`src/rtl/unidade_busca_pkg.sv`:
```
// Shared definitions for the instruction fetch unit: opcodes, NOP word, FSM states.
// Optional feature macro used by the top: CONTADOR_INSTR_EN.
package unidade_busca_pkg;

  localparam int LARG_END = 11;

  localparam logic [4:0] OPC_JUMP = 5'b10010;
  localparam logic [4:0] OPC_JN   = 5'b10100;
  localparam logic [4:0] OPC_JZ   = 5'b10110;
  localparam logic [4:0] OPC_IN   = 5'b11000;
  localparam logic [4:0] OPC_OUT  = 5'b11001;
  localparam logic [4:0] OPC_NOP  = 5'b11010;
  localparam logic [4:0] OPC_HLT  = 5'b11011;

  localparam logic [31:0] PALAVRA_NOP_PADRAO = {OPC_NOP, 27'd0};

  typedef enum logic [1:0] {
    INICIO = 2'd0,
    BUSCA  = 2'd1,
    PARADO = 2'd2
  } estado_t;

endpackage

```
`src/rtl/unidade_busca_contador_pc.sv`:
```
// PC register (row, column) with increment and row wrap, plus branch-target load and range check.
// Latency: new PC visible one cycle after avanca/carrega.
// Backpressure: holds its value whenever neither avanca nor carrega is asserted.
module unidade_busca_contador_pc #(
  parameter int TAMANHO = 40
) (
  input  logic        clock,
  input  logic        reset,
  input  logic        avanca,
  input  logic        carrega,
  input  logic [10:0] alvo_linha,
  input  logic [10:0] alvo_coluna,
  output logic [10:0] linha,
  output logic [10:0] coluna,
  output logic        alvo_valido
);

  localparam logic [10:0] ULTIMO = 11'(TAMANHO - 1);

  assign alvo_valido = (alvo_linha <= ULTIMO) && (alvo_coluna <= ULTIMO);

  always_ff @(posedge clock or negedge reset) begin
    if (!reset) begin
      linha  <= 11'd0;
      coluna <= 11'd0;
    end else if (carrega && alvo_valido) begin
      linha  <= alvo_linha;
      coluna <= alvo_coluna;
    end else if (avanca) begin
      if (coluna == ULTIMO) begin
        coluna <= 11'd0;
        linha  <= (linha == ULTIMO) ? 11'd0 : linha + 11'd1;
      end else begin
        coluna <= coluna + 11'd1;
      end
    end
  end

endmodule

```
`src/rtl/unidade_busca.sv`:
```
// Instruction fetch unit: drives RAM address, captures the word into the IR, hands it off valid/ready.
// Latency: address to instr_valida is 1 cycle; 1 instruction/cycle while instr_pronta stays high.
// Backpressure: IR and PC hold while instr_valida && !instr_pronta. Optional counter: CONTADOR_INSTR_EN.
module unidade_busca #(
  parameter int          TAMANHO     = 40,
  parameter logic [4:0]  OP_HLT      = unidade_busca_pkg::OPC_HLT,
  parameter logic [31:0] PALAVRA_NOP = unidade_busca_pkg::PALAVRA_NOP_PADRAO
) (
  input  logic        clock,
  input  logic        reset,
  input  logic [31:0] instrucao,
  output logic [10:0] end_linha,
  output logic [10:0] end_coluna,
  output logic [31:0] instr_out,
  output logic [10:0] instr_linha,
  output logic [10:0] instr_coluna,
  output logic        instr_valida,
  input  logic        instr_pronta,
  input  logic        desvio,
  input  logic [10:0] desvio_linha,
  input  logic [10:0] desvio_coluna,
  output logic        parado,
  output logic        erro_endereco
`ifdef CONTADOR_INSTR_EN
  ,
  output logic [31:0] total_instr
`endif
);

  import unidade_busca_pkg::*;

  estado_t estado, prox_estado;
  logic    captura, avanca, carrega, descarta, marca_erro, alvo_valido, entrega;

  assign entrega = instr_valida && instr_pronta;
  assign parado  = (estado == PARADO);

  unidade_busca_contador_pc #(
    .TAMANHO(TAMANHO)
  ) u_pc (
    .clock      (clock),
    .reset      (reset),
    .avanca     (avanca),
    .carrega    (carrega),
    .alvo_linha (desvio_linha),
    .alvo_coluna(desvio_coluna),
    .linha      (end_linha),
    .coluna     (end_coluna),
    .alvo_valido(alvo_valido)
  );

  always_ff @(posedge clock or negedge reset) begin
    if (!reset) estado <= INICIO;
    else        estado <= prox_estado;
  end

  always_comb begin
    prox_estado = estado;
    captura     = 1'b0;
    avanca      = 1'b0;
    carrega     = 1'b0;
    descarta    = 1'b0;
    marca_erro  = 1'b0;
    case (estado)
      INICIO, BUSCA: begin
        if (estado == INICIO) prox_estado = BUSCA;
        // A branch wins over both capture and HLT detection in the same cycle.
        if (desvio) begin
          descarta = 1'b1;
          if (alvo_valido) begin
            carrega = 1'b1;
          end else begin
            marca_erro  = 1'b1;
            prox_estado = PARADO;
          end
        end else if (estado == BUSCA && (!instr_valida || instr_pronta)) begin
          captura = 1'b1;
          if (instrucao[31:27] == OP_HLT) prox_estado = PARADO;
          else                            avanca      = 1'b1;
        end
      end
      PARADO: prox_estado = PARADO;
      default: prox_estado = INICIO;
    endcase
  end

  always_ff @(posedge clock or negedge reset) begin
    if (!reset) begin
      instr_out     <= PALAVRA_NOP;
      instr_linha   <= 11'd0;
      instr_coluna  <= 11'd0;
      instr_valida  <= 1'b0;
      erro_endereco <= 1'b0;
    end else begin
      if (captura) begin
        instr_out    <= instrucao;
        instr_linha  <= end_linha;
        instr_coluna <= end_coluna;
      end
      if (descarta)     instr_valida <= 1'b0;
      else if (captura) instr_valida <= 1'b1;
      else if (entrega) instr_valida <= 1'b0;
      if (marca_erro) erro_endereco <= 1'b1;
    end
  end

`ifdef CONTADOR_INSTR_EN
  always_ff @(posedge clock or negedge reset) begin
    if (!reset)                                   total_instr <= 32'd0;
    else if (entrega && total_instr != 32'hFFFF_FFFF) total_instr <= total_instr + 32'd1;
  end
`endif

endmodule

```
`config.mk`:
```
export PLATFORM = sky130hd
export DESIGN_NAME = unidade_busca
export DESIGN_NICKNAME = d
export VERILOG_FILES = /design/src/rtl/unidade_busca_pkg.sv /design/src/rtl/unidade_busca_contador_pc.sv /design/src/rtl/unidade_busca.sv
export SDC_FILE = /design/constraint.sdc
export NUM_CORES = 1
export LEC_CHECK = 0
export BUFFER_PORTS_ARGS = -buffer_cell sky130_fd_sc_hd__buf_2
export CORE_MARGIN = 1.5
export CORE_UTILIZATION = 25
export CTS_CLUSTER_DIAMETER = 200
export CTS_CLUSTER_SIZE = 40
export DETAILED_ROUTE_END_ITERATION = 10
export GPL_TIMING_DRIVEN = 0
export PLACE_DENSITY = 0.44
export SETUP_SLACK_MARGIN = 0.15
export SYNTH_ARGS = -nofsm -noshare
export SYNTH_HDL_FRONTEND = slang
export SYNTH_SLANG_ARGS = --single-unit
```
`constraint.sdc`:
```
create_clock -name clock -period 5.25 [get_ports clock]
set_clock_uncertainty 0.15 [all_clocks]
set_input_delay 0.2625 -clock clock [delete_from_list [all_inputs] [get_ports clock]]
set_output_delay 0.2625 -clock clock [all_outputs]
set_load 0.1 [all_outputs]
```
==> results by group <==
Synthesis
  • Most frequently used flop master after synthesis: sky130_fd_sc_hd__dfrtp_1
  • Post-Synthesis Mean Instance Area: around 8.8 sq um
  • Post-synth cell types: 37
  • Number of standard cells after synthesis: 409
  • Number of synthesized flops with an enable pin: 0
  • Syn_nets: roughly 470
  • Dominant cells by area after synthesis: sky130_fd_sc_hd__dfrtp_1 54%, sky130_fd_sc_hd__nand2_1 18%, sky130_fd_sc_hd__o21ai_0 2.4%
  • Number of warning messages in the yosys log: 0
  • Portion of synthesized cell area occupied by the leading cell type: 53.71%
  • Area of the mapped netlist: 3587 sq um
  • Synthesis-stage register bit count: 80
  • Fraction of registers with async set/reset: between 90% and 100%
  • Dominant cell type by area after synthesis: sky130_fd_sc_hd__dfrtp_1
  • Post-synthesis sequential area ratio: a little under three fifths

Power and ir drop
  • Pwr/cell area: 404.3 nW/um^2
  • Worst supply voltage drop on vdd: 0.0002515 V
  • Power share of the clock group: between 20 and 30%
  • Overall power: 2101 uW
  • Internal portion of total power: 1147 uW
  • Switching Share: 45.40%
  • Leakage power summed over all cells: 0.002821 uW
  • Reg power frac: 35.2%
  • Switching power total: 953.7 uW
  • Combinational cell fraction of total power: between 30% and 40%

Timing
  • Maximum achievable frequency: 427.9 MHz
  • Number of max-slew violations in the final report: 0
  • Transition at the pin with the smallest max-transition slack: 0.5417 ns
  • Final number of hold-violating endpoints: 0
  • Worst path setup slack after routing: just under 3 ns
  • Unrepaired setup endpoints after global routing: false
  • Crit path time final: 2.337 ns
  • Worst relative slew slack: between 60% and 70%
  • Setup TNS: 0 ns
  • Fraction of the cycle the final worst path needs: roughly 45%
  • Final-report setup violation count: 0

Die
  • Overall die width: around 120 um
  • Count of standard-cell rows: 43
  • Die area: 15080 sq um
  • Vertical die dimension: between 100 and 150 um
  • Count of pins on the block boundary: 137
  • Starting density of the core: between 20% and 30%
  • Area of the placeable core: 13930 sq um

Worst setup path
  • Critical path data required time: about 5.4 ns
  • CP cell instances: dlygate4sd3_1, buf_2, nor2b_1, nand4_1, clkbuf_1, nand3_1, or4_1, a21oi_1
  • Length in cells of the worst reg-to-reg path: 7
  • CP arrival: around 2.5 ns
  • Worst setup EP type: flop
  • Maximum single-stage delay on the critical path: between 0.5 and 0.6 ns
  • Slowest cell on the critical path: sky130_fd_sc_hd__dlygate4sd3_1
  • Critical Setup Path Class: in2reg
  • Largest fanout of any net on the critical path: 10
  • Startpoint type of the worst setup path: input pin

Routing
  • Count of nets left with antenna violations after detail routing: 0
  • Per-cell via count in the routed design: 4.417
  • Violation count after the first detailed-routing iteration: 167
  • First-pass iteration count of the detailed router: 4
  • DR WL/cell: 13.83 um
  • DRC violations left: 0
  • Vias after detailed routing: 3450
  • Final routed wirelength across all metal layers: 10810 um

Clocking
  • Clock tree from TritonCTS: done
  • H-tree depth: 3
  • Post-CTS Setup Inserts: 0
  • CTS max path bufs: 2
  • Clock Pin Slew Worst Setup and Hold Paths: roughly 0.06 ns
  • Clock insertion delay at the later pin of the skew report: around 0.34 ns
  • Number of buffers created by CTS: 9
  • CTS sink cnt: 80
  • Cell at the root of the clock tree: sky130_fd_sc_hd__clkbuf_16

Place
  • Gp weighted congestion: 0.8252
  • Standard cell area after detailed placement: 4523 sq um
  • Dpl ws: 3.003 ns
  • # port buffers: 136
  • Final HPWL from detailed placement: about 7700 um

Status
  • Outcome: finished, final reports clean

GRT
  • Overall overflow remaining after global route: 0
  • Largest net degree at the start of global routing: between 40 and 50
  • Number of antenna violations at the first check in global routing: 0
  • GR Util All Layers: 15.00%
  • Global-route wire length before repair: 17020 um
  • Number of global-route vias before repair: 3386

Run
  • Maximum capacitance violations: 0

Cells and area
  • Count of fill cells added during filler insertion: around 1400
  • Post-layout nets: 656
  • Leading cell type in the layout, fill and taps excluded: sky130_fd_sc_hd__nand2_1
  • Cell area after layout: 5196 sq um
  • Antenna diodes: 0
  • Share of final-layout standard cells stronger than drive strength 1: 28.45%
  • Highest-count cells in the layout ignoring fill and taps: 176 x sky130_fd_sc_hd__nand2_1, 143 x sky130_fd_sc_hd__buf_2, 77 x sky130_fd_sc_hd__dfrtp_1, 39 x sky130_fd_sc_hd__dlygate4sd3_1, 22 x sky130_fd_sc_hd__nor2_1
  • Relative area change from synthesis to final layout: 44.86%

Hold path
  • Hold Path Stages: 3
  • Worst hold-check path type: in2reg
## final cells by class
| class | count | area, sq um | area share [%] |
|---|---|---|---|
| flip-flops and latches | 80 | 2006 | 38.60 |
| clock inverters | 6 | 43.79 | 0.8428 |
| plain buffers | 22 | 100.1 | 1.926 |
| well taps | 180 | 225.2 | 4.334 |
| clock buffers | 10 | 239.0 | 4.599 |
| multi-input cells | 306 | 1478 | 28.44 |
| inverters | 1 | 3.754 | 0.07224 |
| repair buffers | 176 | 1101 | 21.19 |
## power by group through the flow
stage / Clock [uW] / Sequential, uW / Combinational (uW)
after floorplan: 0 / 1280 / 80.1
after global placement: 0 / 745 / 738
after detailed placement: 0 / 750 / 745
after CTS: 622 / 740 / 768
after global routing: 653 / 748 / 800
final: 598 / 739 / 764
## state kept, by name, indices dropped and copies added (netlist names)
| signal | flops |
|---|---|
| erro_endereco | 1 |
| instr_coluna | 11 |
| u_pc.coluna | 11 |
| instr_valida | 1 |
| instr_out | 32 |
| u_pc.linha | 11 |
| estado | 2 |
| instr_linha | 11 |
## per-stage QoR
step	util (%)	hold slack, ns	std cells
after global routing	37.29	0.01487	781
after global placement	32.24	0.2947	725
after detailed placement	32.46	0.1298	726
final	37.29	0.01153	781
after floorplan	-	-0.1831	409
after CTS	37.29	0.002969	781
## kinds of logic (layout without fill, tap and decap cells)
| family | count (synthesis) | after routing | synth area share [%] |
|---|---|---|---|
| buf+inv | 23 | 215 | 2.895 |
| compound gates | 36 | 36 | 5.441 |
| simple gates | 258 | 258 | 32.47 |
| mux | 4 | 4 | 1.116 |
| xor+xnor | 6 | 6 | 1.465 |
| fa+ha+maj | 2 | 2 | 0.6975 |
| flops | 80 | 80 | 55.91 |
## synth_stat cells, types with 5 or more instances
cell / count
sky130_fd_sc_hd__xor2_1: 6
sky130_fd_sc_hd__a31oi_1: 5
sky130_fd_sc_hd__and3_1: 7
sky130_fd_sc_hd__o21ai_0: 17
sky130_fd_sc_hd__nor2_1: 22
sky130_fd_sc_hd__clkbuf_1: 12
sky130_fd_sc_hd__nand4_1: 9
sky130_fd_sc_hd__nand2_1: 176
sky130_fd_sc_hd__nand3_1: 10
sky130_fd_sc_hd__dfrtp_1: 77
sky130_fd_sc_hd__a21oi_1: 11
sky130_fd_sc_hd__buf_2: 8
## critical path: cells and delay by family
kind	cells	cell delay [ns]
buffers and inverters	3	1.08
and+or+nand+nor	4	0.94
AOI/OAI and AO/OA	1	0.17
## layer usage
metal	part of all wire [%]	GRT usage [%]	wire length [um]
met1	46	19.46	4993
met2	46	23.85	4979
met5	0	0	0
met4	2.1	7.413	229
met3	5.6	2.881	603
## repair_timing
item                                    4_1_cts  5_1_grt
hold buffers                                 39        0
gates resized for setup                       0        0
endpoints found under the setup margin        0        0
hold endpoints to repair                     76        0
## path summary, 6_finish.rpt
| path | startpoint | end | slack [ns] |
|---|---|---|---|
| max | instrucao[28] | u_pc.linha[9] | 2.91 |
| min | desvio_linha[4] | u_pc.linha[4] | 0.01 |
| max reg2reg | u_pc.coluna[0] | u_pc.linha[1] | 2.96 |
| min reg2reg | instr_out[31] | instr_out[31] | 0.31 |
| max in group asynchronous | reset | instr_out[30] | 4.01 |
| min in group asynchronous | reset | erro_endereco | 0.28 |
No activity file was read; power rests on OpenSTA's default activity.
